File: src/rtl/gps_sample_pkg.sv
// gps_sample_pkg
//   Shared defaults and state encoding for the GPS sample unpacker.
//   DEF_WORD_WIDTH   : payload word width from the Ethernet receive path
//   DEF_SAMPLE_WIDTH : bits per emitted GPS sample
//   DEF_BUF_WIDTH    : reservoir depth, must be >= WORD + SAMPLE - 1
//   COUNT_WIDTH      : width of the bit_count port
//   unpack_state_t   : UNPACK_PRIME (waiting for first word) / UNPACK_RUN
package gps_sample_pkg;

  localparam int DEF_WORD_WIDTH   = 16;
  localparam int DEF_SAMPLE_WIDTH = 3;
  localparam int DEF_BUF_WIDTH    = 18;
  localparam int COUNT_WIDTH      = 5;

  typedef enum logic {
    UNPACK_PRIME = 1'b0,
    UNPACK_RUN   = 1'b1
  } unpack_state_t;

endpackage

File: src/rtl/gps_sample_unpacker_bit_reservoir.sv
// bit_reservoir
//   MSB-aligned bit reservoir. Valid bits occupy the top 'count' positions,
//   the oldest bit at the MSB; all positions below the valid region are kept
//   at zero so an incoming word can be OR-ed in directly.
//   Ports:
//     clk, reset_n : clock, asynchronous active-low reset
//     clear        : synchronous clear (dominates load/consume)
//     load, word   : append word below the valid bits, MSB first
//     consume      : drop the SAMPLE_WIDTH oldest bits (applied before load)
//     top_bits     : the SAMPLE_WIDTH oldest bits
//     count        : number of valid bits held
module bit_reservoir
  import gps_sample_pkg::*;
#(
  parameter int WORD_WIDTH   = DEF_WORD_WIDTH,
  parameter int SAMPLE_WIDTH = DEF_SAMPLE_WIDTH,
  parameter int BUF_WIDTH    = DEF_BUF_WIDTH
) (
  input  logic                    clk,
  input  logic                    reset_n,
  input  logic                    clear,
  input  logic                    load,
  input  logic [WORD_WIDTH-1:0]   word,
  input  logic                    consume,
  output logic [SAMPLE_WIDTH-1:0] top_bits,
  output logic [COUNT_WIDTH-1:0]  count
);

  logic [BUF_WIDTH-1:0]   res_q, res_d;
  logic [COUNT_WIDTH-1:0] count_q, count_d;

  logic [BUF_WIDTH-1:0]   after_consume;
  logic [COUNT_WIDTH-1:0] count_after_consume;
  logic [BUF_WIDTH-1:0]   placed_word;

  always_comb begin
    after_consume       = res_q;
    count_after_consume = count_q;
    if (consume) begin
      after_consume       = res_q << SAMPLE_WIDTH;
      count_after_consume = count_q - COUNT_WIDTH'(SAMPLE_WIDTH);
    end
    // Word lands directly below the bits still held after the consume.
    placed_word = {word, {(BUF_WIDTH-WORD_WIDTH){1'b0}}} >> count_after_consume;
    res_d   = after_consume;
    count_d = count_after_consume;
    if (load) begin
      res_d   = after_consume | placed_word;
      count_d = count_after_consume + COUNT_WIDTH'(WORD_WIDTH);
    end
    if (clear) begin
      res_d   = '0;
      count_d = '0;
    end
  end

  always_ff @(posedge clk or negedge reset_n) begin
    if (!reset_n) begin
      res_q   <= '0;
      count_q <= '0;
    end else begin
      res_q   <= res_d;
      count_q <= count_d;
    end
  end

  assign top_bits = res_q[BUF_WIDTH-1 -: SAMPLE_WIDTH];
  assign count    = count_q;

endmodule

File: src/rtl/gps_sample_unpacker.sv
// gps_sample_unpacker
//   Turns 16-bit Ethernet payload words into a stream of 3-bit GPS samples,
//   one per sample_strobe, through an 18-bit bit reservoir.
//   Optional build macro: SAMPLE_UNPACK_STATS_EN enables the saturating
//   underflow event counter; without it underflow_count is tied to zero.
//   Ports:
//     clk, reset_n          : clock, asynchronous active-low reset
//     flush                 : synchronous clear of reservoir, back to PRIME
//     word_in, word_valid   : payload word input (bit 15 oldest)
//     word_ready            : word accepted this cycle when also valid
//     sample_strobe         : request for the next sample
//     sample_data           : registered sample
//     sample_valid          : one-cycle pulse, sample_data updated
//     bit_count             : valid bits held in the reservoir
//     underflow             : one-cycle pulse, strobe in RUN with too few bits
//     primed                : high in RUN (exposes the FSM state)
//     underflow_count       : saturating underflow count (optional)
//
//   Handshake: a word transfers on any rising edge where word_valid and
//   word_ready are both high. word_ready depends only on registered state
//   and flush, never on word_valid or sample_strobe; word_valid/word_in are
//   expected to hold until the transfer happens.
module gps_sample_unpacker
  import gps_sample_pkg::*;
#(
  parameter int WORD_WIDTH   = DEF_WORD_WIDTH,
  parameter int SAMPLE_WIDTH = DEF_SAMPLE_WIDTH,
  parameter int BUF_WIDTH    = DEF_BUF_WIDTH
) (
  input  logic                    clk,
  input  logic                    reset_n,
  input  logic                    flush,
  input  logic [WORD_WIDTH-1:0]   word_in,
  input  logic                    word_valid,
  output logic                    word_ready,
  input  logic                    sample_strobe,
  output logic [SAMPLE_WIDTH-1:0] sample_data,
  output logic                    sample_valid,
  output logic [4:0]              bit_count,
  output logic                    underflow,
  output logic                    primed,
  output logic [15:0]             underflow_count
);

  localparam logic [COUNT_WIDTH-1:0] LOAD_LIMIT = COUNT_WIDTH'(BUF_WIDTH - WORD_WIDTH);
  localparam logic [COUNT_WIDTH-1:0] SAMPLE_MIN = COUNT_WIDTH'(SAMPLE_WIDTH);

  unpack_state_t state_q, state_d;

  logic                    load;
  logic                    consume;
  logic                    starve;
  logic [SAMPLE_WIDTH-1:0] top_bits;

  // State register
  always_ff @(posedge clk or negedge reset_n) begin
    if (!reset_n) state_q <= UNPACK_PRIME;
    else          state_q <= state_d;
  end

  // Next-state logic
  always_comb begin
    state_d = state_q;
    if (flush)                                 state_d = UNPACK_PRIME;
    else if (state_q == UNPACK_PRIME && load)  state_d = UNPACK_RUN;
  end

  // Output / control decode. Underflow is judged on the pre-load count, so
  // a word arriving with the strobe never rescues it.
  always_comb begin
    primed     = (state_q == UNPACK_RUN);
    word_ready = !flush && (bit_count <= LOAD_LIMIT);
    load       = word_valid && word_ready;
    consume    = !flush && sample_strobe && primed && (bit_count >= SAMPLE_MIN);
    starve     = !flush && sample_strobe && primed && (bit_count <  SAMPLE_MIN);
  end

  bit_reservoir #(
    .WORD_WIDTH   (WORD_WIDTH),
    .SAMPLE_WIDTH (SAMPLE_WIDTH),
    .BUF_WIDTH    (BUF_WIDTH)
  ) u_reservoir (
    .clk      (clk),
    .reset_n  (reset_n),
    .clear    (flush),
    .load     (load),
    .word     (word_in),
    .consume  (consume),
    .top_bits (top_bits),
    .count    (bit_count)
  );

  always_ff @(posedge clk or negedge reset_n) begin
    if (!reset_n) begin
      sample_data  <= '0;
      sample_valid <= 1'b0;
      underflow    <= 1'b0;
    end else begin
      sample_valid <= consume;
      underflow    <= starve;
      if (flush)        sample_data <= '0;
      else if (consume) sample_data <= top_bits;
    end
  end

`ifdef SAMPLE_UNPACK_STATS_EN
  // Survives flush; only reset_n clears it.
  logic [15:0] underflow_count_q;
  always_ff @(posedge clk or negedge reset_n) begin
    if (!reset_n)
      underflow_count_q <= '0;
    else if (starve && underflow_count_q != 16'hFFFF)
      underflow_count_q <= underflow_count_q + 16'd1;
  end
  assign underflow_count = underflow_count_q;
`else
  assign underflow_count = 16'h0000;
`endif

`ifdef DEBUG
  a_count_bound: assert property (@(posedge clk) disable iff (!reset_n)
    bit_count <= COUNT_WIDTH'(BUF_WIDTH));
  a_load_room: assert property (@(posedge clk) disable iff (!reset_n)
    load |-> bit_count <= LOAD_LIMIT);
`endif

endmodule

File: config.mk
export PLATFORM = sky130hd
export DESIGN_NAME = gps_sample_unpacker
export DESIGN_NICKNAME = d
export VERILOG_FILES = /design/src/rtl/gps_sample_pkg.sv /design/src/rtl/gps_sample_unpacker_bit_reservoir.sv /design/src/rtl/gps_sample_unpacker.sv
export SDC_FILE = /design/constraint.sdc
export NUM_CORES = 1
export LEC_CHECK = 0
export BUFFER_PORTS_ARGS = -buffer_cell sky130_fd_sc_hd__buf_2
export CORE_MARGIN = 2
export CORE_UTILIZATION = 27
export CTS_CLUSTER_DIAMETER = 150
export DETAILED_ROUTE_END_ITERATION = 16
export PLACE_DENSITY = 0.51
export SYNTH_ARGS = -nofsm -noshare
export SYNTH_HDL_FRONTEND = slang
export SYNTH_SLANG_ARGS = --single-unit
export TNS_END_PERCENT = 10
File: constraint.sdc
create_clock -name clk -period 7.2 [get_ports clk]
set_input_delay 0.36 -clock clk [delete_from_list [all_inputs] [get_ports clk]]
set_output_delay 0.36 -clock clk [all_outputs]
set_load 0.01 [all_outputs]
# Word-level counts from Yosys, hierarchy flattened
# Cells that the tools add are included.
[classes]
add_sub_neg = 2
magnitude_cmp = 3
n_shift = 1
mux = 10
bitwise_logic = 2
reduce_logical = 10
[op_table]
columns = ["cell", "n"]
rows = [
  ["18-bit two-way mux", 3],
  ["18-bit bitwise OR", 1],
  ["18-bit by 5-bit >> shifter with 18-bit output", 1],
  ["5-bit two-way mux", 3],
  ["1-bit logical AND", 7],
  ["3-bit two-way mux", 2],
  ["5-bit adder (second input constant)", 1],
  ["5-bit by 2-bit greater-or-equal comparator with 1-bit output (second input constant)", 1],
  ["5-bit by 2-bit less-or-equal comparator with 1-bit output (second input constant)", 1],
  ["5-bit by 2-bit less-than comparator with 1-bit output (second input constant)", 1],
  ["5-bit by 2-bit subtractor with 5-bit output (second input constant)", 1],
  ["2-bit nonzero test", 2],
  ["1-bit two-way mux", 2],
  ["1-bit logical NOT", 1],
  ["1-bit inverter", 1],
]
[totals]
regBits = 29
input_bits = 21
out_inout_bits = 28
wordCells = 34

# Longest topological paths before layout
[depth]
word_depth = 9
depth_mapped = 10
ltp_nobuf = 8

# Modules after synthesis
# Synthesis repeated with hierarchy kept, for this count alone.
[unflattened]
cells_unflattened = 248
area_unflattened_um2 = 2429.8
[modules_own_cells]
columns = ["mod", "n_inst", "cells_per_inst", "area_each_um2", "seq_area_each_um2"]
rows = [
  ["bit_reservoir", 1, 207, 2033.2, 575.6],
  ["gps_sample_unpacker", 1, 41, 396.6, 150.1],
]

# Least setup slack after synthesis
# No wires, ideal clock.
[synth_timing]
path_kind = "reg-to-reg"
startpoint = "register u_reservoir.count_q[0] (netlist: u_reservoir.count[0])"
endpoint = "register u_reservoir.res_q[10]"
setup_time_ps = 136
arrival_time_ps = 2365
required_ps = 7064
path_slack_ps = 4699
stages_incl_launch_ff = 11
path_buffers = 2
period_less_slack_ps = 2501
cell_sequence = "dfrtp_1 -> buf_2 -> inv_1 -> ha_1 -> clkbuf_1 -> mux2i_1 -> mux2i_1 -> mux2i_1 -> nor2_1 -> o31ai_1 -> a31oi_1"
[synth_between]
elab_chain_cells = 7
elab_cells_between_ends = 12
cone_classes = "add/sub (1); order compare (2); shift (1); mux (4); bitwise (1); reduce/logical (3)"
[synth_rtl]
columns = ["item", "line", "text"]
rows = [
  ["from (decl)", "gps_sample_unpacker_bit_reservoir.sv:30", "logic [COUNT_WIDTH-1:0] count_q, count_d;"],
  ["from (signal assigned)", "gps_sample_unpacker_bit_reservoir.sv:63", "count_q <= count_d;"],
  ["5-bit by 2-bit greater-or-equal comparator with 1-bit output", "gps_sample_unpacker.sv:74", "consume = !flush && sample_strobe && primed && (bit_count >= SAMPLE_MIN);"],
  ["1-bit logical AND", "gps_sample_unpacker.sv:74", ""],
  ["5-bit two-way mux", "gps_sample_unpacker_bit_reservoir.sv:39", "if (consume) begin"],
  ["18-bit by 5-bit >> shifter with 18-bit output", "gps_sample_unpacker_bit_reservoir.sv:44", "placed_word = {word, {(BUF_WIDTH-WORD_WIDTH){1'b0}}} >> count_after_consume;"],
  ["18-bit bitwise OR", "gps_sample_unpacker_bit_reservoir.sv:48", "res_d = after_consume | placed_word;"],
  ["18-bit two-way mux *", "gps_sample_unpacker_bit_reservoir.sv:47", "if (load) begin"],
  ["18-bit two-way mux *", "gps_sample_unpacker_bit_reservoir.sv:51", "if (clear) begin"],
  ["net u_reservoir.res_d[10]", "gps_sample_unpacker_bit_reservoir.sv:29", "logic [BUF_WIDTH-1:0] res_q, res_d;"],
  ["to (signal assigned)", "gps_sample_unpacker_bit_reservoir.sv:62", "res_q <= res_d;"],
  ["to (decl)", "gps_sample_unpacker_bit_reservoir.sv:29", ""],
]
# The timed path passes the listed nets; every way through them passes the cells marked *.
# A chain may end at the register's enable or synchronous reset.

# Final worst setup path
[layout_timing]
startpoint = "register u_reservoir.count_q[1] (netlist: u_reservoir.count[1])"
endpoint = "register u_reservoir.res_q[2]"
# Same word-level chain as after synthesis.

==> results_dict.tcl <==
set metrics [dict create \
    max_clock_freq_ghz 0.270 \
    place.gp.congestion 0.856 \
    cts.path.max_buffers 2 \
    die_width_um 99.2 \
    syn_inst 282 \
    critPathMostFrequentCell "sky130_fd_sc_hd__nor4_1" \
    rr_startpoint "u_reservoir.count[1]$_DFF_PN0_" \
    hold_violations 0 \
    core_area_mm2 0.00876 \
    clock_sink_count 29 \
    clock_insertion_delay_worst_skew_ps 290 \
    vias_in_the_first_global_route 2163 \
    slew_headroom 0.416 \
    end_of_flow_core_utilization 0.306 \
    drt_first_pass_iters 4 \
    antenna_found_initial 0 \
    crit-reg2reg-capture "u_reservoir.res_q[2]$_DFF_PN0_" \
    critPathArrivalTime_ps 3870 \
    dp_hpwl_mm 5.33 \
    synth_flop_cell "sky130_fd_sc_hd__dfrtp_1" \
    number_of_hold_buffers_added_after_cts 0 \
    tritoncts "done" \
    combined_area_of_all_synthesized_cells_mm2 0.00245 \
    path_class "reg2reg" \
    synth_edf_count 0 \
    status "finished, final reports clean" \
    die-area_mm2 0.00985 \
    clk_root_buffer_cell "sky130_fd_sc_hd__clkbuf_8" \
    num_vias 2243 \
    totalPowerFinal_uw 416 \
    multiInputGateArea_mm2 0.00152 \
    sequentialPowerShare 0.434 \
    cts-buffers-inserted 5 \
    tightest_slew_ps 873 \
    cts.repair.resized 0 \
    post_synthesis_area_per_instance_um2 8.68 \
    syn2layout_area_growth_pct 9.50 \
    synth_seq_area_share 0.296 \
    drt_iter0_markers 124 \
    gr-usage-all-layers 0.151 \
    route.detailed.vias_per_inst 5.43 \
    first_pass_grt_wire_length_mm 11.7 \
    hold_class "in2async" \
    placementRows 34 \
    grt_overflow 0 \
    ant_nets 0 \
    vdd.ir_drop.worst_uv 55.7 \
    netlist.area_leader.share 0.296 \
    fill_count 965 \
    setup.worst_path.end_class "flop" \
    power.density_cell_area_mw_per_mm2 155 \
    wl_mm 7.25 \
    ys_types 65 \
    avgRoutedWirePerCell_um 17.5 \
    cts.htree.levels 2 \
    fraction_of_synthesis_flops_using_an_asynchronous_set_or_reset_pin 1.00 \
    seqCellArea_um2 726 \
    insertedDiodeCount 0 \
    power.leakage_uw 0.00122 \
    initial_core_util 0.279 \
    dpl-instance-area_mm2 0.00259 \
    critPathLaunchType "flop" \
    io_buffers 32 \
    layout.cell_area.non_filler_mm2 0.00268 \
    critPathMaxFanout 24 \
    p_sw_uw 131 \
    drcViolationCount 0 \
    pwr-share-clk 0.336 \
    clk_pin_slew_ps 60 \
    timing.final.setup_violations 0 \
    min_period_over_period 0.514 \
    maxCapViolCount 0 \
    post_cts.repair.setup_buffers 0 \
    unrepaired_setup_endpoints_after_global_routing "no" \
    timing_max_transition_violations_final 0 \
    layout-drive-gt1-share 0.203 \
    period_needed_ps 3700 \
    r2r_setup_slack_ps 3500 \
    ys.warnings.count 0 \
    data_required_time_at_the_worst_endpoint_ps 7360 \
    critical_path.max_stage_delay_ps 720 \
    cpMaxStageDelayCell "sky130_fd_sc_hd__a21o_1" \
    design.portCount 49 \
    ys_seq_elements 29 \
    comb_power_share 0.230 \
    finish.net_count 328 \
    netSwitchingFraction 0.315 \
    grt_max_degree 30 \
    internal_power_uw 285 \
    synth_largest_area_cell "sky130_fd_sc_hd__dfrtp_1" \
    skew_ps 1.65 \
    worst_hold_slack_across_all_endpoints_ps 110 \
    worstPathCellList "ha_1, nor4_1, a21o_1, inv_2, mux2i_1, nor2_1, nor4_1, o21ai_1" \
    synthTopCellsByArea "sky130_fd_sc_hd__dfrtp_1, sky130_fd_sc_hd__mux2i_1, sky130_fd_sc_hd__mux4_2" \
    die-height_um 99.2 \
    fin_tns_setup_ps 0 \
    timing.reg2reg.worst_path_depth 8 \
]
==> flip-flops by register name (all words and copies together) (netlist names) <==
signal             count
underflow              1
u_reservoir.res_q     18
u_reservoir.count      5
sample_valid           1
sample_data            3
primed                 1
==> worst max-delay path, delay by kind of cell, from the launching register on <==
family,cells,cell delay (ps)
adders and majority gates,1,380
AOI/OAI and AO/OA,2,830
DFF,1,640
buffers and inverters,1,400
muxes,1,380
and+or+nand+nor,3,930
==> metrics by stage <==
step / setup WS, ps / cells
2_1_floorplan: 4700 / 297
3_3_place_gp: 3670 / 406
3_5_place_dp: 3530 / 406
4_1_cts: 3480 / 413
5_1_grt: 3040 / 413
6_report: 3500 / 413
==> metal layers <==
layer | part of all wire | GRT usage | up-vias | wire length (µm)
li1 | - | - | 1053 | -
met1 | 0.45 | 0.210 | 1083 | 3260
met2 | 0.45 | 0.233 | 91 | 3290
met3 | 0.071 | 0.0316 | 16 | 518
met4 | 0.025 | 0.0537 | 0 | 178
met5 | 0 | 0 | - | 0
==> power by group through the flow <==
stage	clock, µW	sequential, µW	combinational [µW]
2_1_floorplan	0	182	71.4
3_3_place_gp	0	183	95.8
3_5_place_dp	0	183	95.4
4_1_cts	142	180	96.0
5_1_grt	151	182	106
6_report	140	180	95.9
==> cell usage in the layout, fill, tap and decap left out, types with 3 or more instances in the layout <==
cell                        n
sky130_fd_sc_hd__and3_1     3
sky130_fd_sc_hd__a31oi_1    5
sky130_fd_sc_hd__o32ai_1    3
sky130_fd_sc_hd__a211oi_1   7
sky130_fd_sc_hd__mux2i_1   18
sky130_fd_sc_hd__nand3_1   11
sky130_fd_sc_hd__o21ai_0   11
sky130_fd_sc_hd__o211ai_1   5
sky130_fd_sc_hd__buf_2     32
sky130_fd_sc_hd__nand2_1   35
sky130_fd_sc_hd__nor2_1    25
sky130_fd_sc_hd__dfrtp_1   29
sky130_fd_sc_hd__conb_1    16
sky130_fd_sc_hd__a21o_1     3
sky130_fd_sc_hd__nand3b_1   6
sky130_fd_sc_hd__a21oi_1   15
sky130_fd_sc_hd__nor4_1     4
sky130_fd_sc_hd__clkbuf_8   6
sky130_fd_sc_hd__inv_1      9
sky130_fd_sc_hd__mux4_2     7
==> cell usage after synthesis (all sizes together) (3+ instances only) <==
cell type  count
o32ai          3
dfrtp         29
a211oi         9
o21ai         16
mux2i         18
a31oi          5
a21oi         16
inv           10
a21o           3
nand3b         6
clkbuf         9
o211ai         5
mux4           7
buf           24
and3           3
nor2          25
nand3         11
nor4           4
nand2         36
==> area by class of cell <==
type	instances	share of cell area
multi-input combinational	225	0.567
clock buffer	7	0.0322
timing repair buffer	34	0.0653
tap	108	0.0504
inverter	10	0.0140
sequential	29	0.271
==> worst max path at each step <==
stage	start	endpoint	slack, ps	depth (start not counted)
detailed placement	u_reservoir.count[1]$_DFF_PN0_	u_reservoir.res_q[10]$_DFF_PN0_	3530	8
global placement	u_reservoir.count[1]$_DFF_PN0_	u_reservoir.res_q[10]$_DFF_PN0_	3670	8
finish	u_reservoir.count[1]$_DFF_PN0_	u_reservoir.res_q[2]$_DFF_PN0_	3500	8
CTS	u_reservoir.count[1]$_DFF_PN0_	u_reservoir.res_q[2]$_DFF_PN0_	3480	8
global route	u_reservoir.count[1]$_DFF_PN0_	u_reservoir.res_q[2]$_DFF_PN0_	3040	8
floorplan	u_reservoir.count[0]$_DFF_PN0_	u_reservoir.res_q[10]$_DFF_PN0_	4700	10
==> cell families (layout without fill, tap and decap cells) <==
logic type      Yosys count  after routing  synth area share
compound gates           79             79             0.231
mux                      27             27             0.147
flops                    29             29             0.296
xor+xnor                  2              2           0.00716
other cells               1             16           0.00153
buf+inv                  43             51             0.105
simple gates             99             99             0.201
fa+ha+maj                 2              2            0.0102
Power figures use the tool's default switching activity.
